## src/rtl/clock_div_pkg.sv

```systemverilog
// clock_div_pkg: shared constants, channel flag struct and half-period helper for clock_div_prog
package clock_div_pkg;
    localparam int CNT_W_DEF       = 16;
    localparam int DEFAULT_DIV_DEF = 256;
    typedef struct packed {
        logic pending;
        logic div_clk;
        logic rise;
        logic fall;
    } chan_flags_t;
    function automatic logic [31:0] half_ceil(input logic [31:0] d);
        return (d >> 1) + {31'b0, d[0]};
    endfunction
endpackage

```

## src/rtl/clock_div_chan.sv

```systemverilog
// clock_div_chan: one programmable divider channel with shadowed divisor and edge strobes
module clock_div_chan
    import clock_div_pkg::*;
#(
    parameter int CNT_W       = CNT_W_DEF,
    parameter int DEFAULT_DIV = DEFAULT_DIV_DEF
) (
    input  logic             clk,
    input  logic             rst,
    input  logic             en,
    input  logic             sync,
    input  logic             wr,
    input  logic [CNT_W-1:0] wr_div,
    output logic             pending,
    output logic             div_clk,
    output logic             rising_edge,
    output logic             falling_edge,
    output logic             active
);
    logic [CNT_W-1:0] cnt_q, cnt_d, div_q, div_d, sh_q, sh_d, nd, nxt, h;
    chan_flags_t      f_q, f_d;
    logic             wrap, apply;

    // next state: advance, wrap/sync restart, shadow apply and disable handling
    always_comb begin
        active = div_q >= CNT_W'(2);
        wrap = cnt_q == div_q - CNT_W'(1);
        apply = f_q.pending & (active ? en & (sync | wrap) : 1'b1);
        nd = apply ? sh_q : div_q;
        nxt = (sync | wrap) ? '0 : cnt_q + CNT_W'(1);
        h = CNT_W'(half_ceil(32'(nd)));
        div_d = nd;
        sh_d = wr ? wr_div : sh_q;
        f_d.pending = wr | (f_q.pending & ~apply);
        f_d.rise = 1'b0;
        f_d.fall = 1'b0;
        f_d.div_clk = f_q.div_clk;
        cnt_d = cnt_q;
        if (!active) begin
            cnt_d = (apply && nd >= CNT_W'(2)) ? nd - CNT_W'(1) : '0;
            f_d.div_clk = 1'b0;
        end else if (en) begin
            cnt_d = (nd < CNT_W'(2)) ? '0 : nxt;
            f_d.div_clk = (nd >= CNT_W'(2)) && (nxt < h);
            f_d.rise = (nd >= CNT_W'(2)) && (nxt == '0);
            f_d.fall = (nd >= CNT_W'(2)) && (nxt == h);
        end
    end

    // channel state register, async reset to the default divisor just before wrap
    always_ff @(posedge clk or posedge rst) begin
        if (rst) begin
            cnt_q <= CNT_W'(DEFAULT_DIV - 1);
            div_q <= CNT_W'(DEFAULT_DIV);
            sh_q  <= CNT_W'(DEFAULT_DIV);
            f_q   <= '0;
        end else begin
            cnt_q <= cnt_d;
            div_q <= div_d;
            sh_q  <= sh_d;
            f_q   <= f_d;
        end
    end

    assign pending      = f_q.pending;
    assign div_clk      = f_q.div_clk;
    assign rising_edge  = f_q.rise;
    assign falling_edge = f_q.fall;
endmodule

```

## src/rtl/clock_div_prog.sv

```systemverilog
// clock_div_prog: multi-channel runtime-programmable clock divider and edge-strobe generator
module clock_div_prog
    import clock_div_pkg::*;
#(
    parameter  int NUM_CH      = 3,
    parameter  int CNT_W       = CNT_W_DEF,
    parameter  int DEFAULT_DIV = DEFAULT_DIV_DEF,
    localparam int CH_W        = NUM_CH > 1 ? $clog2(NUM_CH) : 1
) (
    input  logic              clk,
    input  logic              rst,
    input  logic              en,
    input  logic              sync,
    input  logic              cfg_valid,
    output logic              cfg_ready,
    input  logic [CH_W-1:0]   cfg_ch,
    input  logic [CNT_W-1:0]  cfg_div,
    output logic [NUM_CH-1:0] div_clk,
    output logic [NUM_CH-1:0] rising_edge,
    output logic [NUM_CH-1:0] falling_edge,
    output logic [NUM_CH-1:0] active
);
    logic [NUM_CH-1:0]    pending;
    logic [2**CH_W-1:0]   pend_x;

    // out-of-range channels read as never pending so their writes are always accepted
    always_comb begin
        pend_x = (2**CH_W)'(pending);
        cfg_ready = ~pend_x[cfg_ch];
    end

    for (genvar c = 0; c < NUM_CH; c++) begin : g_ch
        clock_div_chan #(.CNT_W(CNT_W), .DEFAULT_DIV(DEFAULT_DIV)) u_chan (
            .clk          (clk),
            .rst          (rst),
            .en           (en),
            .sync         (sync),
            .wr           (cfg_valid & cfg_ready & (cfg_ch == CH_W'(c))),
            .wr_div       (cfg_div),
            .pending      (pending[c]),
            .div_clk      (div_clk[c]),
            .rising_edge  (rising_edge[c]),
            .falling_edge (falling_edge[c]),
            .active       (active[c])
        );
    end
endmodule

```

## config.mk

```make
export PLATFORM = sky130hd
export DESIGN_NAME = clock_div_prog
export DESIGN_NICKNAME = d
export VERILOG_FILES = /design/src/rtl/clock_div_pkg.sv /design/src/rtl/clock_div_chan.sv /design/src/rtl/clock_div_prog.sv
export SDC_FILE = /design/constraint.sdc
export NUM_CORES = 1
export LEC_CHECK = 0
export BUFFER_PORTS_ARGS = -buffer_cell sky130_fd_sc_hd__buf_4
export CORE_MARGIN = 4
export CORE_UTILIZATION = 35
export CTS_CLUSTER_SIZE = 30
export DETAILED_ROUTE_END_ITERATION = 10
export SLEW_MARGIN = 20
export SYNTH_ARGS = -nofsm -noshare
export SYNTH_HDL_FRONTEND = slang
export SYNTH_SLANG_ARGS = --single-unit
export TNS_END_PERCENT = 1
```

## constraint.sdc

```tcl
create_clock -name clk -period 14.3 [get_ports clk]
set_input_delay 0.715 -clock clk [delete_from_list [all_inputs] [get_ports clk]]
set_output_delay 0.715 -clock clk [all_outputs]
set_load 0.005 [all_outputs]
```

==> results.env, run 1 <==
OUTCOME='finished, final reports clean'
DRT_ITER0_DRC=1082
DRCVIOLATIONCOUNT=0
GRT_SETUP_UNREPAIRED='false'
SYN_NETS=1653
SYNTH.YOSYS.SEQ_AREA_SHARE_PCT=29.62
CRITICAL_PATH.MAX_FANOUT=16
ROUTED-VIA-COUNT=11750
START_KIND='flip-flop'
GP_ROUTABILITY_CONGESTION=0.9807
MAX_FREQ_MHz=158.8
PATH_CLASS='flip-flop to flip-flop'
CLOCK-SINKS=156
SYN_INST=1561
FINAL_ANTENNA_NET_COUNT=0
IR_DROP_V=0.00007198
PLACE.DETAILED.HPWL_UM=31660
CRIT_PATH_CELL_CHAIN='or4_1, nor4b_1, nand2_1, nor2_1, buf_4, clkinv_1, nand2_1, a22o_2, mux2i_1, inv_1, ha_1, ha_1, nand2_1, o21ai_0, o21ai_0, xnor2_1, ha_1, nand4_1, or4_1, nor2_1'
CELL_INTERNAL_PWR_uW=1342
YS.FLOP_TYPE='dfrtp_1'
CRIT_REQUIRED_NS=14.64
SEQ_POWER_SHARE_PCT=34.4
TRITONCTS.NUM_BUFFERS=17
TIMING.FINAL.CRIT_PERIOD_NS=6.296
NUM_ROWS=71
DP.CELLS=2016
ANTENNA_FOUND_INITIAL=0
WORST_SLACK_ON_HOLD_PATHS_NS=0.3556
FINAL_HOLD_VIOL_COUNT=0
DESIGN_AREA_SQ_UM=14520
SEQ_AREA_SQ_UM=3941
CLKLATENCYLATEPIN_NS=0.44
WL_PER_CELL_UM=20.27
SWITCHING_SHARE_PCT=45.37
CRITICAL-PATH-MAX-STAGE-DELAY_NS=0.66
DPL_CELL_AREA_SQ_UM=13920
SYNTHESIS.AREA_SQ_UM=13310
FILL_CELLS=3768
MIN_PERIOD_OVER_PERIOD_PCT=44.03
GR-USAGE-ALL-LAYERS_PCT=20.07
WIRELENGTH_UM=41540
DIE_AREA_SQ_UM=41200
YOSYS_WARNINGS=0
SYNTH-ASYNC-RESET-RATIO_PCT=100.0
DIE_WIDTH_UM=203.0
CTS_BUFFER_DEPTH=2
DIE_HEIGHT_UM=203.0
AREA_GROWTH_SYN_TO_LAYOUT_PCT=9.139
ROUTED_VIA_DENSITY=5.735
SETUP.WORST_PATH.END_CLASS='flip-flop'
DESIGN.PORTCOUNT=36
CLOCK_SKEW_NS=0.01267
WORST_PATH_DOMINANT_CELL_FAMILY='simple AND/OR/NAND/NOR gates'
NUMBER_OF_ANTENNA_REPAIR_DIODES=0
TIMING.CRITICAL_PATH.ARRIVAL_NS=6.64
GRT_FIRST_PASS_WIRELENGTH_UM=66050
MULTI_INPUT_COMB_AREA_SQ_UM=8725
CTS_SETUP_BUFFERS=0
WORST_PATH_MAX_DELAY_CELL='or4_1'
H-TREE-DEPTH=4
CLOCK_TREE.ROOT_CELL='clkbuf_16'
PATH_BUF_INV=3
COREAREA_SQ_UM=37580
EDFF_COUNT_SYNTH=0
POWER_LEAKAGE_uW=0.005785
HOLD_PATH_CLASS='primary input to async pin'
CTS.CLK_SLEW.WORST_PATHS_NS=0.07
CTS_TREE='built'
STDCELL_COUNT=2049
NUMBER_OF_MAXIMUM_CAPACITANCE_CONSTRAINT_VIOLATIONS=0
RELSLEWSLACK_PCT=25.09
POSTSYNTHAREAPERCELL_SQ_UM=8.525
DRIVE_ABOVE_1_SHARE_PCT=13.46
POWER_DISSIPATED_BY_SWITCHING_NET_LOADS_uW=1115
MAX_SLEW.WORST_PIN.SLEW_NS=1.120
POWER.DENSITY_nW_PER_UM2=169.2
NUM-NETS-FINAL=1617
TOTAL_GLOBAL_ROUTING_OVERFLOW=0
CTSRESIZECOUNT=0
CTS_HOLD_REPAIR.BUFFERS=0
DRT_PASS1_ITERATIONS=5
PWR-SHARE-CLK_PCT=19.0
LARGEST_NET_DEGREE_AT_THE_START_OF_GLOBAL_ROUTING=59
TIMING.SETUP.TNS_NS=0
INITIAL_CORE_UTIL_PCT=35.41
NUMPORTBUFFERS=35
UTILIZATION_PCT=38.65
POWER_FRAC_COMB_PCT=46.5
SYNTH_CELL_TYPES=80
SETUP_VIOL=0
SLEW_VIOL_FINAL=0
GRT_PASS1_VIAS=11532
YS_FF_LATCH=156
[layer usage]
| metal | vias to the layer above | GRT usage [%] | share of wire, % | routed length (um) |
|---|---|---|---|---|
| li1 | 5565 | - | - | - |
| met1 | 5720 | 27.65 | 45 | 18500 |
| met2 | 396 | 32.43 | 47 | 19490 |
| met3 | 69 | 2.987 | 5.7 | 2380 |
| met4 | 0 | 6.668 | 2.8 | 1169 |
| met5 | - | 0 | 0 | 0 |
[through the flow]
step	setup WS [ns]	total power, uW
after CTS	8.041	2450
final	8.004	2457
after global routing	7.525	2637
after global placement	8.131	1956
after floorplan	8.491	1636
after detailed placement	8.061	1966
[final timing paths]
check | start | endpoint | slack, ns | depth (start not counted)
worst min register to register | g_ch[2].u_chan.div_clk | g_ch[2].u_chan.div_clk | 0.52 | 2
min in group clk | g_ch[2].u_chan.div_clk | g_ch[2].u_chan.div_clk | 0.52 | 2
worst max register to register | g_ch[0].u_chan.div_q[5] | g_ch[0].u_chan.falling_edge | 8.00 | 20
worst max-delay path | g_ch[0].u_chan.div_q[5] | g_ch[0].u_chan.falling_edge | 8.00 | 20
worst min-delay path | rst | g_ch[0].u_chan.falling_edge | 0.36 | 2
max in group asynchronous | rst | g_ch[2].u_chan.div_q[4] | 12.18 | 4
[power by group through the flow]
stage | clock network (uW) | logic [uW] | registers (uW)
final | 468 | 1140 | 846
after global routing | 500 | 1260 | 875
after CTS | 481 | 1130 | 839
after detailed placement | 0 | 1120 | 846
after global placement | 0 | 1110 | 843
after floorplan | 0 | 951 | 685
[cells in the mapped netlist, drive strengths merged, types with 52 or more instances]
master	number	area, sq um
clkbuf	79	296.5
dfrtp	126	3153
ha	69	863.3
inv	63	236.5
mux2	74	833.3
mux2i	52	520.5
nand2	102	382.9
nand3	71	355.3
nor2	159	596.8
o21ai	53	265.3
xnor2	118	1033
xor2	53	464.2
[logic make-up after synthesis]
kind of cell    count (synthesis)  share of synthesized area [%]
flops                         156                          29.62
fa+ha+maj                      69                          6.487
xor+xnor                      172                          11.42
compound gates                276                          14.36
buf+inv                       169                          5.190
mux                           126                          10.17
simple gates                  593                          22.75
[area by class of cell]
class	instances	share of cell area, %
clock buffers	20	3.144
clock inverters	12	0.9476
inverters	64	1.688
multi-input cells	1236	60.07
flip-flops and latches	156	27.14
well taps	511	4.402
repair buffers	50	2.610
[sequential cells by signal, summed over array words and instances (netlist names)]
signal / flops
g_ch.u_chan.cnt_q: 48
g_ch.u_chan.div_q: 48
g_ch.u_chan.sh_q: 48
g_ch.u_chan.div_clk: 3
g_ch.u_chan.falling_edge: 3
g_ch.u_chan.pending: 3
g_ch.u_chan.rising_edge: 3
[placed cells by master, fill, tap and decap left out, types with 6 or more instances in the layout]
cell / synthesis / routed
a21o_1: 25 / 25
a21oi_1: 50 / 50
a221oi_1: 6 / 6
a22oi_1: 14 / 14
a31oi_1: 15 / 14
a32oi_1: 6 / 6
and2_1: 6 / 6
and3_1: 45 / 45
buf_4: 12 / 49
clkbuf_16: 0 / 17
dfrtp_1: 126 / 126
dfstp_2: 30 / 30
ha_1: 69 / 69
inv_1: 62 / 61
mux2_2: 74 / 74
mux2i_1: 52 / 52
nand2_1: 102 / 102
nand2b_1: 12 / 12
nand3_1: 71 / 71
nand4_1: 35 / 35
nor2_1: 159 / 159
nor2b_1: 10 / 10
nor3_1: 48 / 47
nor3b_1: 7 / 7
nor4_1: 31 / 30
nor4b_1: 11 / 10
o211ai_1: 16 / 16
o21a_1: 11 / 11
o21ai_0: 53 / 53
o22ai_1: 9 / 9
o31ai_1: 9 / 9
or2_2: 6 / 6
or3_1: 15 / 15
or4_1: 15 / 15
xnor2_1: 118 / 118
xor2_1: 53 / 53
(Power assumes the default switching activity.)
==> run 2: changes to the inputs <==
==> constraint.sdc (replaced) <==
create_clock -name clk -period 5.2 [get_ports clk]
set_input_delay 0.26 -clock clk [delete_from_list [all_inputs] [get_ports clk]]
set_output_delay 0.26 -clock clk [all_outputs]
set_load 0.005 [all_outputs]
==> run 2 against run 1 <==
  * Non-clock buffer count rose by 89
  * First-iteration DRC count decreased by 4.4%
  * Critical path type unchanged
  * Combinational power grew to 3.4 times the previous value
  * Largest power group unchanged
==> results.env, run 2 (synthesized netlist as in run 1, its figures left out) <==
OUTCOME='finished, final reports clean'  # unchanged
TOTAL_POWER_uW=7412  # was 2457 uW
FINAL_HOLD_VIOL_COUNT=0  # unchanged
PLACE.DETAILED.HPWL_UM=33000  # was 31660 um
RR_STARTPOINT='g_ch[1].u_chan.div_q[3]'  # was g_ch[0].u_chan.div_q[5]
DRT_ITER0_DRC=1034  # was 1082
CLOCK-SINKS=156  # unchanged
CRIT_PATH_CELL_CHAIN='or3_4, o21a_1, o41ai_2, nor2_1, or4b_4, o41ai_4, nand2_1, o21a_1, inv_2, ha_4, a21boi_4, or4b_4, or3_4, ha_4, nand4_1, or4_1, nor2_1'  # was or4_1, nor4b_1, nand2_1, nor2_1, buf_4, clkinv_1, nand2_1, a22o_2, mux2i_1, inv_1, ha_1, ha_1, nand2_1, o21ai_0, o21ai_0, xnor2_1, ha_1, nand4_1, or4_1, nor2_1
DESIGN_AREA_SQ_UM=15520  # was 14520 sq um
STDCELL_COUNT=2138  # was 2049
CRITICAL-PATH-MAX-STAGE-DELAY_NS=0.56  # was 0.66 ns
MOST_COMMON_LIBRARY_CELL_IN_THE_LAYOUT_IGNORING_FILL_AND_TAPS='nor2_1'  # unchanged
NUM_ROWS=71  # unchanged
AREA_GROWTH_SYN_TO_LAYOUT_PCT=16.60  # was 9.139%
DPL_CELL_AREA_SQ_UM=14560  # was 13920 sq um
GR-USAGE-ALL-LAYERS_PCT=20.55  # was 20.07%
CTS_TREE='built'  # unchanged
IR_DROP_V=0.0002568  # was 0.00007198 V
NUMBER_OF_ANTENNA_REPAIR_DIODES=0  # unchanged
POWER_LEAKAGE_uW=0.006260  # was 0.005785 uW
GRT_FIRST_PASS_WIRELENGTH_UM=67160  # was 66050 um
DRCVIOLATIONCOUNT=0  # unchanged
FILL_CELLS=3686  # was 3768
ROUTED-VIA-COUNT=12177  # was 11750
DRT_PASS1_ITERATIONS=5  # unchanged
WL_PER_CELL_UM=20.22  # was 20.27 um
POWER.DENSITY_nW_PER_UM2=477.7  # was 169.2 nW/um^2
REG2REG_DEPTH=17  # was 20
CRITICAL_PATH.MAX_FANOUT=4  # was 16
WORST_PATH_MAX_DELAY_CELL='or4b_4'  # was or4_1
NUM-NETS-FINAL=1706  # was 1617
ANTENNA_FOUND_INITIAL=0  # unchanged
DIE_HEIGHT_UM=203.0  # unchanged
DRIVE_ABOVE_1_SHARE_PCT=21.39  # was 13.46%
SWITCHING_SHARE_PCT=44.47  # was 45.37%
RELSLEWSLACK_PCT=30.36  # was 25.09%
SEQ_POWER_SHARE_PCT=29.5  # was 34.4%
GP_ROUTABILITY_CONGESTION=0.9472  # was 0.9807
CTS.CLK_SLEW.WORST_PATHS_NS=0.07  # about the same
NUMPORTBUFFERS=35  # unchanged
DIE_AREA_SQ_UM=41200  # unchanged
START_KIND='flip-flop'  # unchanged
POWER_DISSIPATED_BY_SWITCHING_NET_LOADS_uW=3296  # was 1115 uW
WORST_SLACK_ON_HOLD_PATHS_NS=0.03657  # was 0.3556 ns
GRT_SETUP_UNREPAIRED='true'  # was false
FINAL_ANTENNA_NET_COUNT=0  # unchanged
CLOCK_SKEW_NS=0.009624  # was 0.01267 ns
SLEW_VIOL_FINAL=0  # unchanged
H-TREE-DEPTH=4  # unchanged
INITIAL_CORE_UTIL_PCT=35.41  # unchanged
CLKLATENCYLATEPIN_NS=0.44  # about the same
POWER_FRAC_COMB_PCT=52.6  # was 46.5%
WORSTSETUPSTARTPOINT='g_ch[1].u_chan.div_q[3]'  # was g_ch[0].u_chan.div_q[5]
NUMBER_OF_MAXIMUM_CAPACITANCE_CONSTRAINT_VIOLATIONS=0  # unchanged
DIE_WIDTH_UM=203.0  # unchanged
MAX_SLEW.WORST_PIN.SLEW_NS=1.041  # was 1.120 ns
SETUP.WORST_PATH.END_CLASS='flip-flop'  # unchanged
PWR-SHARE-CLK_PCT=17.9  # was 19.0%
MAX_FREQ_MHz=194.7  # was 158.8 MHz
ROUTED_VIA_DENSITY=5.696  # was 5.735
MIN_PERIOD_OVER_PERIOD_PCT=98.76  # was 44.03%
PATH_CLASS='flip-flop to flip-flop'  # unchanged
HOLD_PATH_CLASS='primary input to async pin'  # unchanged
PRE_CTS_SLACK_NS=-0.02551  # was 8.061 ns
LARGESTREGISTERS='g_ch.u_chan.cnt_q: 48 flops, g_ch.u_chan.div_q: 48 flops, g_ch.u_chan.sh_q: 48 flops'  # unchanged
GRT_PASS1_VIAS=11737  # was 11532
CLOCK_TREE.ROOT_CELL='clkbuf_16'  # unchanged
FINALWORSTSETUPSLACK_NS=0.06462  # was 8.004 ns
FINAL_CELL_MIX='155 x nor2_1, 136 x buf_4, 120 x dfrtp_1, 116 x xnor2_1, 102 x nand2_1'  # was 159 x nor2_1, 126 x dfrtp_1, 118 x xnor2_1, 102 x nand2_1, 74 x mux2_2
DP.CELLS=2091  # was 2016
PATH_BUF_INV=1  # was 3
TIMING.FINAL.CRIT_PERIOD_NS=5.135  # was 6.296 ns
FF2FF_SETUP_SLACK_NS=0.06  # was 8.00 ns
CRIT_PATH_END='g_ch[1].u_chan.falling_edge'  # was g_ch[0].u_chan.falling_edge
CTS_BUFFER_DEPTH=2  # unchanged
COREAREA_SQ_UM=37580  # unchanged
LARGEST_NET_DEGREE_AT_THE_START_OF_GLOBAL_ROUTING=157  # was 59
CP.DEPTH=17  # was 20
SETUP_VIOL=0  # unchanged
TIMING.CRITICAL_PATH.ARRIVAL_NS=5.49  # was 6.64 ns
CELL_INTERNAL_PWR_uW=4116  # was 1342 uW
WORST_PATH_DOMINANT_CELL_FAMILY='simple AND/OR/NAND/NOR gates'  # unchanged
WIRELENGTH_UM=43240  # was 41540 um
TOTAL_GLOBAL_ROUTING_OVERFLOW=0  # unchanged
TRITONCTS.NUM_BUFFERS=17  # unchanged
RR_ENDPOINT='g_ch[1].u_chan.falling_edge'  # was g_ch[0].u_chan.falling_edge
CRIT_REQUIRED_NS=5.56  # was 14.64 ns
DESIGN.PORTCOUNT=36  # unchanged
## run 2: changes by cell type in the layout (fill, tap and decap cells not counted), sizes merged
cell | before | now
bufinv | 2 | 3
clkinvlp | 2 | 3
buf | 50 | 139
inv | 66 | 64
## run 2: worst register-to-register path: stages (launching register included)
cell and delay [ns]:
dfrtp_1 0.38, or3_4 0.39, o21a_1 0.22, o41ai_2 0.37, nor2_1 0.09, or4b_4 0.56
o41ai_4 0.38, nand2_1 0.12, o21a_1 0.16, inv_2 0.09, ha_4 0.16, a21boi_4 0.24
or4b_4 0.50, or3_4 0.36, ha_4 0.27, nand4_1 0.14, or4_1 0.50, nor2_1 0.13
## run 2: power by group through the flow
stage | logic [uW] | registers [uW] | clock network (uW)
5_1_grt | 4240 | 2250 | 1410
4_1_cts | 3660 | 2150 | 1350
3_3_place_gp | 3610 | 2160 | 0
3_5_place_dp | 3630 | 2160 | 0
2_1_floorplan | 2650 | 1890 | 0
6_report | 3900 | 2190 | 1320
## run 2: metrics by stage
| step | TNS (ns) | util [%] |
|---|---|---|
| after floorplan | -0.2862 | - |
| after global placement | 0 | 38.75 |
| after detailed placement | -0.02929 | 38.75 |
| after CTS | 0 | 40.42 |
| after global routing | -0.2670 | 41.29 |
| final | 0 | 41.29 |
## run 2: worst min path at each step
stage / start / to / slack, ns / depth (start not counted)
finish: rst / g_ch[0].u_chan.cnt_q[14] / 0.04 / 3
global route: cfg_div[15] / g_ch[1].u_chan.sh_q[15] / 0.09 / 2
CTS: cfg_div[15] / g_ch[0].u_chan.sh_q[15] / 0.09 / 2
detailed placement: g_ch[2].u_chan.div_clk / g_ch[2].u_chan.div_clk / 0.48 / 2
global placement: g_ch[2].u_chan.div_clk / g_ch[2].u_chan.div_clk / 0.48 / 2
floorplan: cfg_div[0] / g_ch[0].u_chan.sh_q[0] / 0.41 / 1
## run 2: per-layer routing
layer | global-route usage, % | wire length, um | part of all wire (%) | vias up
li1 | - | - | - | 5756
met1 | 28.15 | 19290 | 45 | 5875
met2 | 33.35 | 20310 | 47 | 460
met3 | 2.731 | 2242 | 5.2 | 86
met4 | 7.420 | 1394 | 3.2 | 0
met5 | 0 | 0 | 0 | -
## run 2: repair_timing
action | 4_1_cts | 5_1_grt
setup endpoints to repair | 2 | 5
buffers inserted | 0 | 14
pin swaps | 1 | 20
cloned | 0 | 0
gates resized for setup | 2 | 46
endpoints found under the hold margin | 0 | 0
hold buffers | 0 | 0
## run 2: final cells by class
| type | instances | area [sq um] | share of cell area (%) |
|---|---|---|---|
| Clock buffer | 20 | 446.7 | 2.879 |
| Multi-Input combinational cell | 1236 | 9004 | 58.02 |
| Timing Repair Buffer | 139 | 1067 | 6.878 |
| Sequential cell | 156 | 3949 | 25.45 |
| Tap cell | 511 | 639.4 | 4.120 |
| Clock inverter | 12 | 165.2 | 1.064 |
| Inverter | 64 | 246.5 | 1.588 |
==> run 3: changes to the inputs <==
--- a/config.mk
+++ b/config.mk
@@ -6,6 +6,7 @@
 export NUM_CORES = 1
 export LEC_CHECK = 0
 export BUFFER_PORTS_ARGS = -buffer_cell sky130_fd_sc_hd__buf_4
+export CORE_ASPECT_RATIO = 0.7
 export CORE_MARGIN = 4
 export CORE_UTILIZATION = 35
 export CTS_CLUSTER_SIZE = 30
==> run 3 against run 2 <==
  * The run now ends with hold timing left
  * Maximum frequency hardly changed
  * Clock skew is 0.0060 ns higher
  * Die area is 0.12% higher
  * Combinational power is 12% higher
  * Worst hold slack worse by 0.050 ns
  * Sequential share of layout area is 0.61 points lower
  * First-iteration DRC count is 32% higher
  * Largest power group unchanged
==> results.env, run 3 (synthesized netlist as in run 1, its figures left out) <==
OUTCOME='finished with violations'  # was finished, final reports clean
FAILED_CHECKS='hold timing'
HOLD_PATH_CLASS='primary input to async pin'  # unchanged
DRCVIOLATIONCOUNT=0  # unchanged
POWER_LEAKAGE_uW=0.006514  # was 0.006260 uW
RR_ENDPOINT='g_ch[1].u_chan.falling_edge'  # unchanged
PLACE.DETAILED.HPWL_UM=36360  # was 33000 um
TOTAL_GLOBAL_ROUTING_OVERFLOW=0  # unchanged
MET2_LENGTH_UM=18850  # was 20310 um
PATH_CLASS='flip-flop to flip-flop'  # unchanged
MAX_SLEW.WORST_PIN.SLEW_NS=1.143  # was 1.041 ns
STDCELL_COUNT=2162  # was 2138
CRIT_PATH_END='g_ch[1].u_chan.falling_edge'  # unchanged
FF2FF_SETUP_SLACK_NS=0.06  # about the same
RR_STARTPOINT='g_ch[1].u_chan.div_q[12]'  # was g_ch[1].u_chan.div_q[3]
MIN_PERIOD_OVER_PERIOD_PCT=98.85  # was 98.76%
REG2REG_DEPTH=18  # was 17
GRT_SETUP_UNREPAIRED='true'  # unchanged
CELL_INTERNAL_PWR_uW=4235  # was 4116 uW
TOP_LAYER='met4'  # unchanged
TOTAL_POWER_uW=7786  # was 7412 uW
NUMBER_OF_ANTENNA_REPAIR_DIODES=0  # unchanged
CLOCK_SKEW_NS=0.01558  # was 0.009624 ns
CLKLATENCYLATEPIN_NS=0.45  # was 0.44 ns
INITIAL_CORE_UTIL_PCT=35.63  # was 35.41%
ANTENNA_FOUND_INITIAL=0  # unchanged
DRIVE_ABOVE_1_SHARE_PCT=24.01  # was 21.39%
SEQ_POWER_SHARE_PCT=27.6  # was 29.5%
CTS_TREE='built'  # unchanged
FINAL_ANTENNA_NET_COUNT=0  # unchanged
DP.CELLS=2110  # was 2091
SETUP.WORST_PATH.END_CLASS='flip-flop'  # unchanged
FINALWORSTSETUPSLACK_NS=0.05991  # was 0.06462 ns
DRT_ITER0_DRC=1362  # was 1034
MOST_COMMON_LIBRARY_CELL_IN_THE_LAYOUT_IGNORING_FILL_AND_TAPS='buf_4'  # was nor2_1
POWER.DENSITY_nW_PER_UM2=490.2  # was 477.7 nW/um^2
GRT_FIRST_PASS_WIRELENGTH_UM=70510  # was 67160 um
POWER_DISSIPATED_BY_SWITCHING_NET_LOADS_uW=3551  # was 3296 uW
FINAL_CELL_MIX='179 x buf_4, 154 x nor2_1, 123 x dfrtp_1, 116 x xnor2_1, 102 x nand2_1'  # was 155 x nor2_1, 136 x buf_4, 120 x dfrtp_1, 116 x xnor2_1, 102 x nand2_1
WORSTSETUPSTARTPOINT='g_ch[1].u_chan.div_q[12]'  # was g_ch[1].u_chan.div_q[3]
NUM_ROWS=59  # was 71
CRITICAL_PATH.MAX_FANOUT=6  # was 4
IR_DROP_V=0.0003035  # was 0.0002568 V
POWER_FRAC_COMB_PCT=56.2  # was 52.6%
WIRELENGTH_UM=46890  # was 43240 um
TIMING.CRITICAL_PATH.ARRIVAL_NS=5.52  # was 5.49 ns
SLEW_VIOL_FINAL=0  # unchanged
PRE_CTS_SLACK_NS=-0.1537  # was -0.02551 ns
DESIGN.PORTCOUNT=36  # unchanged
LARGESTREGISTERS='g_ch.u_chan.cnt_q: 48 flops, g_ch.u_chan.div_q: 48 flops, g_ch.u_chan.sh_q: 48 flops'  # unchanged
ROUTED_VIA_DENSITY=5.808  # was 5.696
START_KIND='flip-flop'  # unchanged
GP_ROUTABILITY_CONGESTION=1.005  # was 0.9472
PWR-SHARE-CLK_PCT=16.3  # was 17.9%
DIE_HEIGHT_UM=171.1  # was 203.0 um
GR-USAGE-ALL-LAYERS_PCT=22.34  # was 20.55%
NUMBER_OF_MAXIMUM_CAPACITANCE_CONSTRAINT_VIOLATIONS=0  # unchanged
WL_PER_CELL_UM=21.69  # was 20.22 um
LARGEST_NET_DEGREE_AT_THE_START_OF_GLOBAL_ROUTING=85  # was 157
CLOCK_TREE.ROOT_CELL='clkbuf_16'  # unchanged
CLOCK-SINKS=156  # unchanged
SWITCHING_SHARE_PCT=45.61  # was 44.47%
DR_WL_MET3_UM=4777  # was 2242 um
MAX_FREQ_MHz=194.5  # was 194.7 MHz
CTS_BUFFER_DEPTH=2  # unchanged
SETUP_VIOL=0  # unchanged
ROUTED-VIA-COUNT=12556  # was 12177
AREA_GROWTH_SYN_TO_LAYOUT_PCT=19.35  # was 16.60%
CTS_HOLD_REPAIR.BUFFERS=0  # unchanged
FINAL_HOLD_VIOL_COUNT=12  # was 0
COREAREA_SQ_UM=37350  # was 37580 sq um
RELSLEWSLACK_PCT=23.49  # was 30.36%
DRT_PASS1_ITERATIONS=6  # was 5
TRITONCTS.NUM_BUFFERS=17  # unchanged
ROUTE.LAYER.MET1.WL_UM=22660  # was 19290 um
CTS.CLK_SLEW.WORST_PATHS_NS=0.07  # about the same
TIMING.FINAL.CRIT_PERIOD_NS=5.140  # was 5.135 ns
NUMPORTBUFFERS=35  # unchanged
WORST_SLACK_ON_HOLD_PATHS_NS=-0.01293  # was 0.03657 ns
CRIT_REQUIRED_NS=5.58  # was 5.56 ns
NUM-NETS-FINAL=1753  # was 1706
DIE_WIDTH_UM=241.1  # was 203.0 um
H-TREE-DEPTH=4  # unchanged
DIE_AREA_SQ_UM=41260  # was 41200 sq um
GRT_PASS1_VIAS=11636  # was 11737
-- run 3: changes by cell type in the layout (fill, tap and decap cells not counted), moves of 2 or more --
| cell | before | now |
|---|---|---|
| buf_4 | 136 | 179 |
| buf_6 | 1 | 3 |
| bufinv_16 | 3 | 1 |
| dfrtp_1 | 120 | 123 |
| dfrtp_2 | 6 | 3 |
| nor4_2 | 9 | 6 |
| nor4_4 | 3 | 5 |
| nor4b_1 | 8 | 6 |
| or4_1 | 14 | 11 |
| or4_4 | 1 | 4 |
-- run 3: how the worst min path moves through the flow --
stage | from | end | slack (ns) | cells after the start
final | rst | g_ch[2].u_chan.falling_edge | -0.01 | 2
after global routing | rst | g_ch[2].u_chan.rising_edge | 0.05 | 2
after CTS | rst | g_ch[2].u_chan.falling_edge | 0.02 | 2
after detailed placement | g_ch[1].u_chan.div_clk | g_ch[1].u_chan.div_clk | 0.48 | 2
after global placement | g_ch[2].u_chan.div_clk | g_ch[2].u_chan.div_clk | 0.47 | 2
after floorplan | cfg_div[0] | g_ch[0].u_chan.sh_q[0] | 0.41 | 1
-- run 3: through the flow --
step	TNS, ns	area [sq um]	hold WS, ns	utilization [%]
finish	0	15880	-0.01293	42.52
global route	-0.07200	15880	0.04530	42.52
CTS	0	15470	0.02414	41.42
detailed placement	-0.4420	14860	0.4762	39.79
global placement	-0.1907	14860	0.4711	39.79
floorplan	-0.2862	13420	0.4117	-
-- run 3: metal layers --
layer / GRT usage [%] / vias to the layer above
met5: 0 / -
met4: 4.463 / 0
met3: 6.445 / 43
met2: 30.49 / 529
met1: 34.64 / 6136
li1: - / 5848
-- run 3: area by class of cell --
type                            count  area (sq um)
Clock buffer                       21         460.4
Fill cell                        3684         21470
Multi-Input combinational cell   1236          9069
Inverter                           64         246.5
Sequential cell                   156          3945
Timing Repair Buffer              186          1438
Tap cell                          488         610.6
Clock inverter                     11         113.9
-- run 3: power by group through the flow --
stage / clock (uW) / combinational, uW / sequential, uW
after floorplan: 0 / 2650 / 1890
after global placement: 0 / 3980 / 2110
after detailed placement: 0 / 4010 / 2120
after CTS: 1280 / 4050 / 2110
after global routing: 1330 / 4700 / 2200
final: 1270 / 4370 / 2150
-- run 3: repair_timing --
action / in CTS / in global routing
endpoints found under the setup margin: 4 / 5
gates cloned: 0 / 0
setup buffers: 1 / 18
pin swaps: 2 / 19
gates resized for setup: 4 / 58
-- run 3: critical path, stage by stage, from the launching register on --
cell,delay [ns]
dfrtp_1,0.40
nor4_2,0.49
nand4_1,0.21
xnor2_2,0.22
nand3_1,0.10
or4b_4,0.55
o41ai_4,0.39
buf_12,0.17
nand2_1,0.06
o21a_1,0.14
inv_2,0.09
ha_4,0.16
a21boi_4,0.22
or4b_4,0.50
or3_4,0.40
ha_4,0.28
nand4_1,0.13
or4_4,0.45
nor2_2,0.12
